==> src/rtl/fir_stream_sequencer.sv <==
// fir_stream_sequencer: feeds one frame of samples through fir_filter, holding
// each sample HOLD_CYCLES clocks, capturing one output per sample, then flushing.
// Ports:
//   clk, reset                 clock, asynchronous active-high reset
//   start, frame_len           frame start pulse and sample count (latched)
//   s_valid, s_data, s_ready   input sample stream
//   fir_data_in, fir_out       registered drive to / output from fir_filter
//   m_valid, m_data, m_ready   captured filter output stream
//   busy, done                 activity flag and end-of-frame pulse
//   in_count, out_count        samples accepted / output beats delivered
module fir_stream_sequencer #(
    parameter int DATA_W      = 16,
    parameter int TAPS        = 17,
    parameter int HOLD_CYCLES = 2,
    parameter int LEN_W       = 16
) (
    input  logic              clk,
    input  logic              reset,
    input  logic              start,
    input  logic [LEN_W-1:0]  frame_len,
    input  logic              s_valid,
    input  logic [DATA_W-1:0] s_data,
    output logic              s_ready,
    output logic [DATA_W-1:0] fir_data_in,
    input  logic [DATA_W-1:0] fir_out,
    output logic              m_valid,
    output logic [DATA_W-1:0] m_data,
    input  logic              m_ready,
    output logic              busy,
    output logic              done,
    output logic [LEN_W-1:0]  in_count,
    output logic [LEN_W:0]    out_count
);

    localparam int HW = $clog2(HOLD_CYCLES + 1);
    localparam int FW = $clog2(TAPS);

    localparam logic [HW-1:0]    HOLD_LAST  = HW'(HOLD_CYCLES - 1);
    localparam logic [HW-1:0]    HOLD_ONE   = HW'(1);
    localparam logic [FW-1:0]    FLUSH_LAST = FW'(TAPS - 2);
    localparam logic [FW-1:0]    FLUSH_ONE  = FW'(1);
    localparam logic [LEN_W-1:0] IN_ONE     = LEN_W'(1);
    localparam logic [LEN_W:0]   OUT_ONE    = (LEN_W + 1)'(1);

    typedef enum logic [2:0] {
        IDLE,
        FEED,
        HOLD,
        EMIT,
        FLUSH,
        DONE
    } state_t;

    state_t             state_q, state_d;
    logic [LEN_W-1:0]   len_q, len_d;
    logic [HW-1:0]      hold_q, hold_d;
    logic [FW-1:0]      flush_cnt_q, flush_cnt_d;
    // Set once the real samples are exhausted and zeros are being fed.
    logic               flush_ph_q, flush_ph_d;
    logic [DATA_W-1:0]  fir_q, fir_d;
    logic               m_valid_q, m_valid_d;
    logic [DATA_W-1:0]  m_data_q, m_data_d;
    logic [LEN_W-1:0]   in_cnt_q, in_cnt_d;
    logic [LEN_W:0]     out_cnt_q, out_cnt_d;

    always_ff @(posedge clk or posedge reset) begin
        if (reset) begin
            state_q     <= IDLE;
            len_q       <= '0;
            hold_q      <= '0;
            flush_cnt_q <= '0;
            flush_ph_q  <= 1'b0;
            fir_q       <= '0;
            m_valid_q   <= 1'b0;
            m_data_q    <= '0;
            in_cnt_q    <= '0;
            out_cnt_q   <= '0;
        end else begin
            state_q     <= state_d;
            len_q       <= len_d;
            hold_q      <= hold_d;
            flush_cnt_q <= flush_cnt_d;
            flush_ph_q  <= flush_ph_d;
            fir_q       <= fir_d;
            m_valid_q   <= m_valid_d;
            m_data_q    <= m_data_d;
            in_cnt_q    <= in_cnt_d;
            out_cnt_q   <= out_cnt_d;
        end
    end

    always_comb begin
        state_d     = state_q;
        len_d       = len_q;
        hold_d      = hold_q;
        flush_cnt_d = flush_cnt_q;
        flush_ph_d  = flush_ph_q;
        fir_d       = fir_q;
        m_valid_d   = m_valid_q;
        m_data_d    = m_data_q;
        in_cnt_d    = in_cnt_q;
        out_cnt_d   = out_cnt_q;

        unique case (state_q)
            IDLE: begin
                if (start) begin
                    in_cnt_d   = '0;
                    out_cnt_d  = '0;
                    flush_ph_d = 1'b0;
                    if (frame_len != '0) begin
                        len_d   = frame_len;
                        state_d = FEED;
                    end else begin
                        state_d = DONE;
                    end
                end
            end
            FEED: begin
                if (s_valid) begin
                    fir_d    = s_data;
                    in_cnt_d = in_cnt_q + IN_ONE;
                    hold_d   = '0;
                    state_d  = HOLD;
                end
            end
            HOLD: begin
                if (hold_q == HOLD_LAST) begin
                    m_data_d  = fir_out;
                    m_valid_d = 1'b1;
                    state_d   = EMIT;
                end else begin
                    hold_d = hold_q + HOLD_ONE;
                end
            end
            EMIT: begin
                if (m_ready) begin
                    m_valid_d = 1'b0;
                    out_cnt_d = out_cnt_q + OUT_ONE;
                    if (!flush_ph_q) begin
                        if (in_cnt_q != len_q) begin
                            state_d = FEED;
                        end else begin
                            fir_d       = '0;
                            flush_cnt_d = '0;
                            flush_ph_d  = 1'b1;
                            state_d     = FLUSH;
                        end
                    end else if (flush_cnt_q < FLUSH_LAST) begin
                        flush_cnt_d = flush_cnt_q + FLUSH_ONE;
                        hold_d      = '0;
                        state_d     = HOLD;
                    end else begin
                        state_d = DONE;
                    end
                end
            end
            FLUSH: begin
                // Zero sample is already on fir_data_in; start its hold.
                hold_d  = '0;
                state_d = HOLD;
            end
            DONE: begin
                fir_d   = '0;
                state_d = IDLE;
            end
            default: begin
                state_d = IDLE;
            end
        endcase
    end

    assign s_ready     = (state_q == FEED);
    assign busy        = (state_q != IDLE);
    assign done        = (state_q == DONE);
    assign fir_data_in = fir_q;
    assign m_valid     = m_valid_q;
    assign m_data      = m_data_q;
    assign in_count    = in_cnt_q;
    assign out_count   = out_cnt_q;

endmodule

==> config.mk <==
export PLATFORM = sky130hd
export DESIGN_NAME = fir_stream_sequencer
export DESIGN_NICKNAME = d
export VERILOG_FILES = /design/src/rtl/fir_stream_sequencer.sv
export SDC_FILE = /design/constraint.sdc
export NUM_CORES = 1
export LEC_CHECK = 0
export CORE_MARGIN = 4
export CORE_UTILIZATION = 50
export DETAILED_ROUTE_END_ITERATION = 8
export PLACE_DENSITY = 0.8
export SYNTH_ARGS = -nofsm -noshare
export SYNTH_HDL_FRONTEND = slang
export SYNTH_SLANG_ARGS = --single-unit
==> constraint.sdc <==
create_clock -name clk -period 7.9 [get_ports clk]
set_input_delay 1.185 -clock clk [delete_from_list [all_inputs] [get_ports clk]]
set_output_delay 1.185 -clock clk [all_outputs]
set_load 0.02 [all_outputs]
Yosys cells after proc, flatten, opt, wreduce, memory -nomap -nowiden

Cells that the tools add are included.
Widths: inputs -> output; s select.

Add/subtract/negate cells: 4
Order comparisons: 1
Eq/ne operators: 18
Muxes and demuxes: 37
Reductions and logical operators: 17

Operators with widths:

| kind                  | count |
|---|---|
| $mux 16               | 6 |
| $pmux 16 s3           | 1 |
| $mux 17               | 2 |
| $pmux 17 s2           | 1 |
| $pmux 16 s2           | 1 |
| $mux 3                | 8 |
| $ne 2x2->1 const B    | 10 |
| $add 17x1->17 const B | 1 |
| $add 16x1->16 const B | 1 |
| $ne 16x16->1          | 1 |
| $reduce_bool 16->1    | 1 |
| $mux 5                | 3 |
| $pmux 3 s5            | 1 |
| $reduce_and 3->1      | 4 |
| $mux 2                | 5 |
| $pmux 2 s4            | 1 |
| $reduce_and 4->1      | 2 |
| $eq 3x2->1 const B    | 2 |
| $eq 3x3->1 const B    | 2 |
| $mux 1                | 6 |
| $reduce_and 6->1      | 1 |
| $reduce_bool 2->1     | 3 |
| $reduce_bool 3->1     | 2 |
| $add 5x1->5 const B   | 1 |
| other kinds (10)      | 11 |

Flip-flop bits (word level): 93
Input port bits: 53
Output and inout bits: 69
Logic and storage cells: 87

Logic depth before layout (Yosys ltp)

Word-level depth: 5
Depth in mapped cells: 7
Gate-level depth less buffers: 6

Worst setup path after synthesis

OpenSTA, ideal clock, no wires.

Path kind: input port to flip-flop
Start: in start
End: reg len_q[10]
Library setup time: 125 ps
Data arrival time: 2361 ps
Data required time: 7775 ps
Setup slack: 5414 ps
Stages on the path: 6
Buffers on the path: 2
Path through: nand2b_1 -> nor3_1 -> nor2b_1 -> buf_2 -> buf_4 -> mux2_2

Cells in the longest elaborated chain, start to end: 1

Ends and longest elaborated chain:

| item                       | line | source |
|---|---|---|
| start: declaration         | 19   | `input logic start,` |
| $reduce_and 3->1 (no line) | n/a  |  |
| end signal: assignment     | 80   | `len_q <= len_d;` |
| end: declaration           | 55   | `logic [LEN_W-1:0] len_q, len_d;` |

Every way passes these cells.
A chain may end at the register's enable or synchronous reset.

Worst setup path after layout

Start: reg state_q[0]
End: out s_ready

Cells in the longest elaborated chain, start to end: 1

Ends and longest elaborated chain:

| item                     | line | source |
|---|---|---|
| start: declaration       | 54   | `state_t state_q, state_d;` |
| start signal: assignment | 79   | `state_q <= state_d;` |
| $eq 3x1->1               | 172  | `assign s_ready = (state_q == FEED);` |
| end: declaration         | 23   | `output logic s_ready,` |

Every way passes these cells.

==> reports/results.txt <==
Status: finished, final reports clean
Critical path class: reg2out
Number of global-route vias before repair: 3319
Root Driver: clkbuf_8
Area of the mapped netlist: 4410 um^2
Comb power frac: 41.0%
H-tree depth: 3
CP endpoint kind: primary output
Slew Limit Fails: 0
RSZ-0062 raised after global routing: no
Post-CTS sizing: 0
CTS tree: built
Total number of vias: 3335
NetSw: 663 uW
Ant diodes: 0
Critical Path Start Type: flip-flop
Initial antenna violation count: 0
Max-Cap Viols: 0
Largest net degree at the start of global routing: 60
Io pins: 122
Worst-skew pair later-pin latency: 0.36 ns
Endpoints failing setup: 0
FMAX: 0.309 GHz
Iteration-0 DRC Markers: 161
TNS Setup: 0 ns
Dpl hpwl: 7.15 mm
Setup bufs post-CTS: 0
Worst path top cell family by delay: flip-flops
Yosys cell types: 48
Clock skew: 0.0154 ns
Clk slew on worst S/H paths: 0.09 ns
Slowest cell on crit path: dfrtp_1
Crit path buffers/inverters: 1
Final Hold Viols: 0
Die Wd: 102 um
Final WL: 9.83 mm
Crit-path cells: nand2b_1 > nor2_1 > clkdlybuf4s50_1
CP max stage delay: 0.79 ns
Die Ht: 102 um
Layout area overhead: 33.0%
Synthesis-stage register bit count: 93
First-pass GRT wire length: 16.5 mm
Required @ worst endpoint: 6.71 ns
Worst-Margin Slew: 0.755 ns
Pwr Density: 307 nW/um^2
EDFF count, synth: 0
Ys flop type: dfrtp_1
Class of the worst hold path: reg2reg
WP data arrival: 2.05 ns
Internal power: 1.14 mW
Max rail drop VDD: 178 uV
Fill cells: 680
Routability cong.: 0.837
Post-DR wirelength/cell: 16.0 um
# nets final: 559
Hold buffers post-CTS: 0
Max clock buf depth: 2
Fin crit share: 40.9%
Post-DRT Antenna Nets: 0
I/O Buffers: 121
Synth warnings: 0
Commonest non-fill, non-tap cell in the layout: clkdlybuf4s50_1
TritonRoute pass-1 iters: 4
Vias per cell: 5.42
Die area: 10400 um^2
CTS Buf Count: 9
Register area share after synthesis: 52.8%
Fin Hold WS: 0.490 ns
Grt total ovfl: 0
Switching Fraction: 36.8%
Inst Count DP: 599
Layout cells sized above 1: 12.2%
FP Rows: 34
Maximum fanout along the worst path: 22
Sequential power share: 42.2%
Non-Filler Instances: 615
Synth Area per Inst: 11.4 um^2
Initial core utilization: 51.1%
Tmin final: 3.23 ns
Post-Syn Nets: 443
Async set-or-reset flop fraction in the synthesized netlist: 100%
Core box area: 8640 um^2
Clock network fraction of total power: 16.8%
Leak Pwr: 2.52 nW
Slew HR: 49.7%
Clk sink count: 93
Drc violations: 0
Mapped Cells: 386
Most frequent cells in the layout: 121 x clkdlybuf4s50_1, 93 x dfrtp_1, 39 x nor2_1, 32 x mux2_2
GRT Total Usage: 19.9%
cell type report:
class	instances	area, um^2	area share, %
Clock buffer	9	124	2.11
Timing Repair Buffer	124	1230	21.0
Inverter	6	23.8	0.405
Tap cell	108	135	2.30
Clock inverter	7	60.1	1.02
Sequential cell	93	2330	39.7
Multi-Input combinational cell	268	1960	33.5
registers in the layout, indices dropped and copies added, names as in the netlist:
register and cells:
len_q 16, state_q 3, flush_cnt_q 5, flush_ph_q 1, m_valid 1, hold_q 2
in_count 16, out_count 17, m_data 16, fir_data_in 16
power by group through the flow:
stage                     clock, mW  combinational (mW)  sequential [mW]
after floorplan                   0               0.372            0.838
after CTS                     0.314               0.752            0.760
after detailed placement          0               0.746            0.768
after global routing          0.333               0.806            0.783
final                         0.303               0.739            0.760
after global placement            0               0.732            0.758
final timing paths:
check	start	end	slack (ns)	cells past startpoint
hold reg to reg	m_valid$_DFFE_PP0P_	m_valid$_DFFE_PP0P_	0.49	1
setup / recovery	state_q[0]$_DFFE_PP0P_	s_ready	4.67	3
min in group asynchronous	reset	fir_data_in[8]$_DFFE_PP0P_	1.21	2
hold / removal	m_valid$_DFFE_PP0P_	m_valid$_DFFE_PP0P_	0.49	1
setup reg to reg	state_q[1]$_DFFE_PP0P_	len_q[9]$_DFFE_PP0P_	5.56	6
max in group asynchronous	reset	m_data[14]$_DFFE_PP0P_	5.55	3
synthesized netlist by cell type (3+ instances only):
master | number | share of area (%)
nand2b_1 | 3 | 0.43
mux2_2 | 32 | 8.2
nand2_1 | 20 | 1.7
and3_1 | 12 | 1.7
nor2b_1 | 5 | 0.71
nor3_1 | 4 | 0.45
o21ai_0 | 7 | 0.79
and2_1 | 3 | 0.43
nor2_1 | 39 | 3.3
dfrtp_1 | 93 | 53
nand3_1 | 14 | 1.6
nand4_1 | 13 | 1.8
buf_2 | 5 | 0.57
a21o_1 | 4 | 0.68
and4_1 | 3 | 0.60
a21oi_1 | 11 | 1.2
xor2_1 | 22 | 4.4
clkbuf_1 | 10 | 0.85
nor4_1 | 5 | 0.71
ha_1 | 4 | 1.1
a22o_1 | 16 | 3.2
buf_6 | 3 | 0.77
xnor2_1 | 22 | 4.4
inv_1 | 6 | 0.51
per-stage QoR:
stage	power [mW]	setup WS, ns	utilization (%)	cell area, um^2
floorplan	1.21	4.29	-	4410
global placement	1.49	4.79	65.8	5680
detailed placement	1.51	4.73	65.8	5680
CTS	1.83	4.65	67.9	5870
global route	1.92	4.56	67.9	5870
finish	1.80	4.67	67.9	5870
metal layers:
metal / track usage [%] / vias up / part of all wire [%]
li1: - / 1595 / -
met1: 27.3 / 1645 / 45
met2: 31.4 / 89 / 47
met3: 4.98 / 6 / 6.6
met4: 6.26 / 0 / 1.0
met5: 0 / - / 0
worst register-to-register path: stages, from the launching register on:
cell and delay (ns):
dfrtp_1 0.65, nand2b_1 0.30, nor3_2 0.11, buf_4 0.33, nor2b_1 0.22, buf_4 0.25
mux2_2 0.37
logic make-up after synthesis:
logic type	synth area share, %
AOI/OAI and AO/OA	8.96
xor gates and xnor gates	9.10
adders and majority gates	1.13
buffers and inverters	2.86
DFF	52.8
muxes	8.62
and+or+nand+nor	16.6
Note: power is estimated with default switching activity, not from simulation.
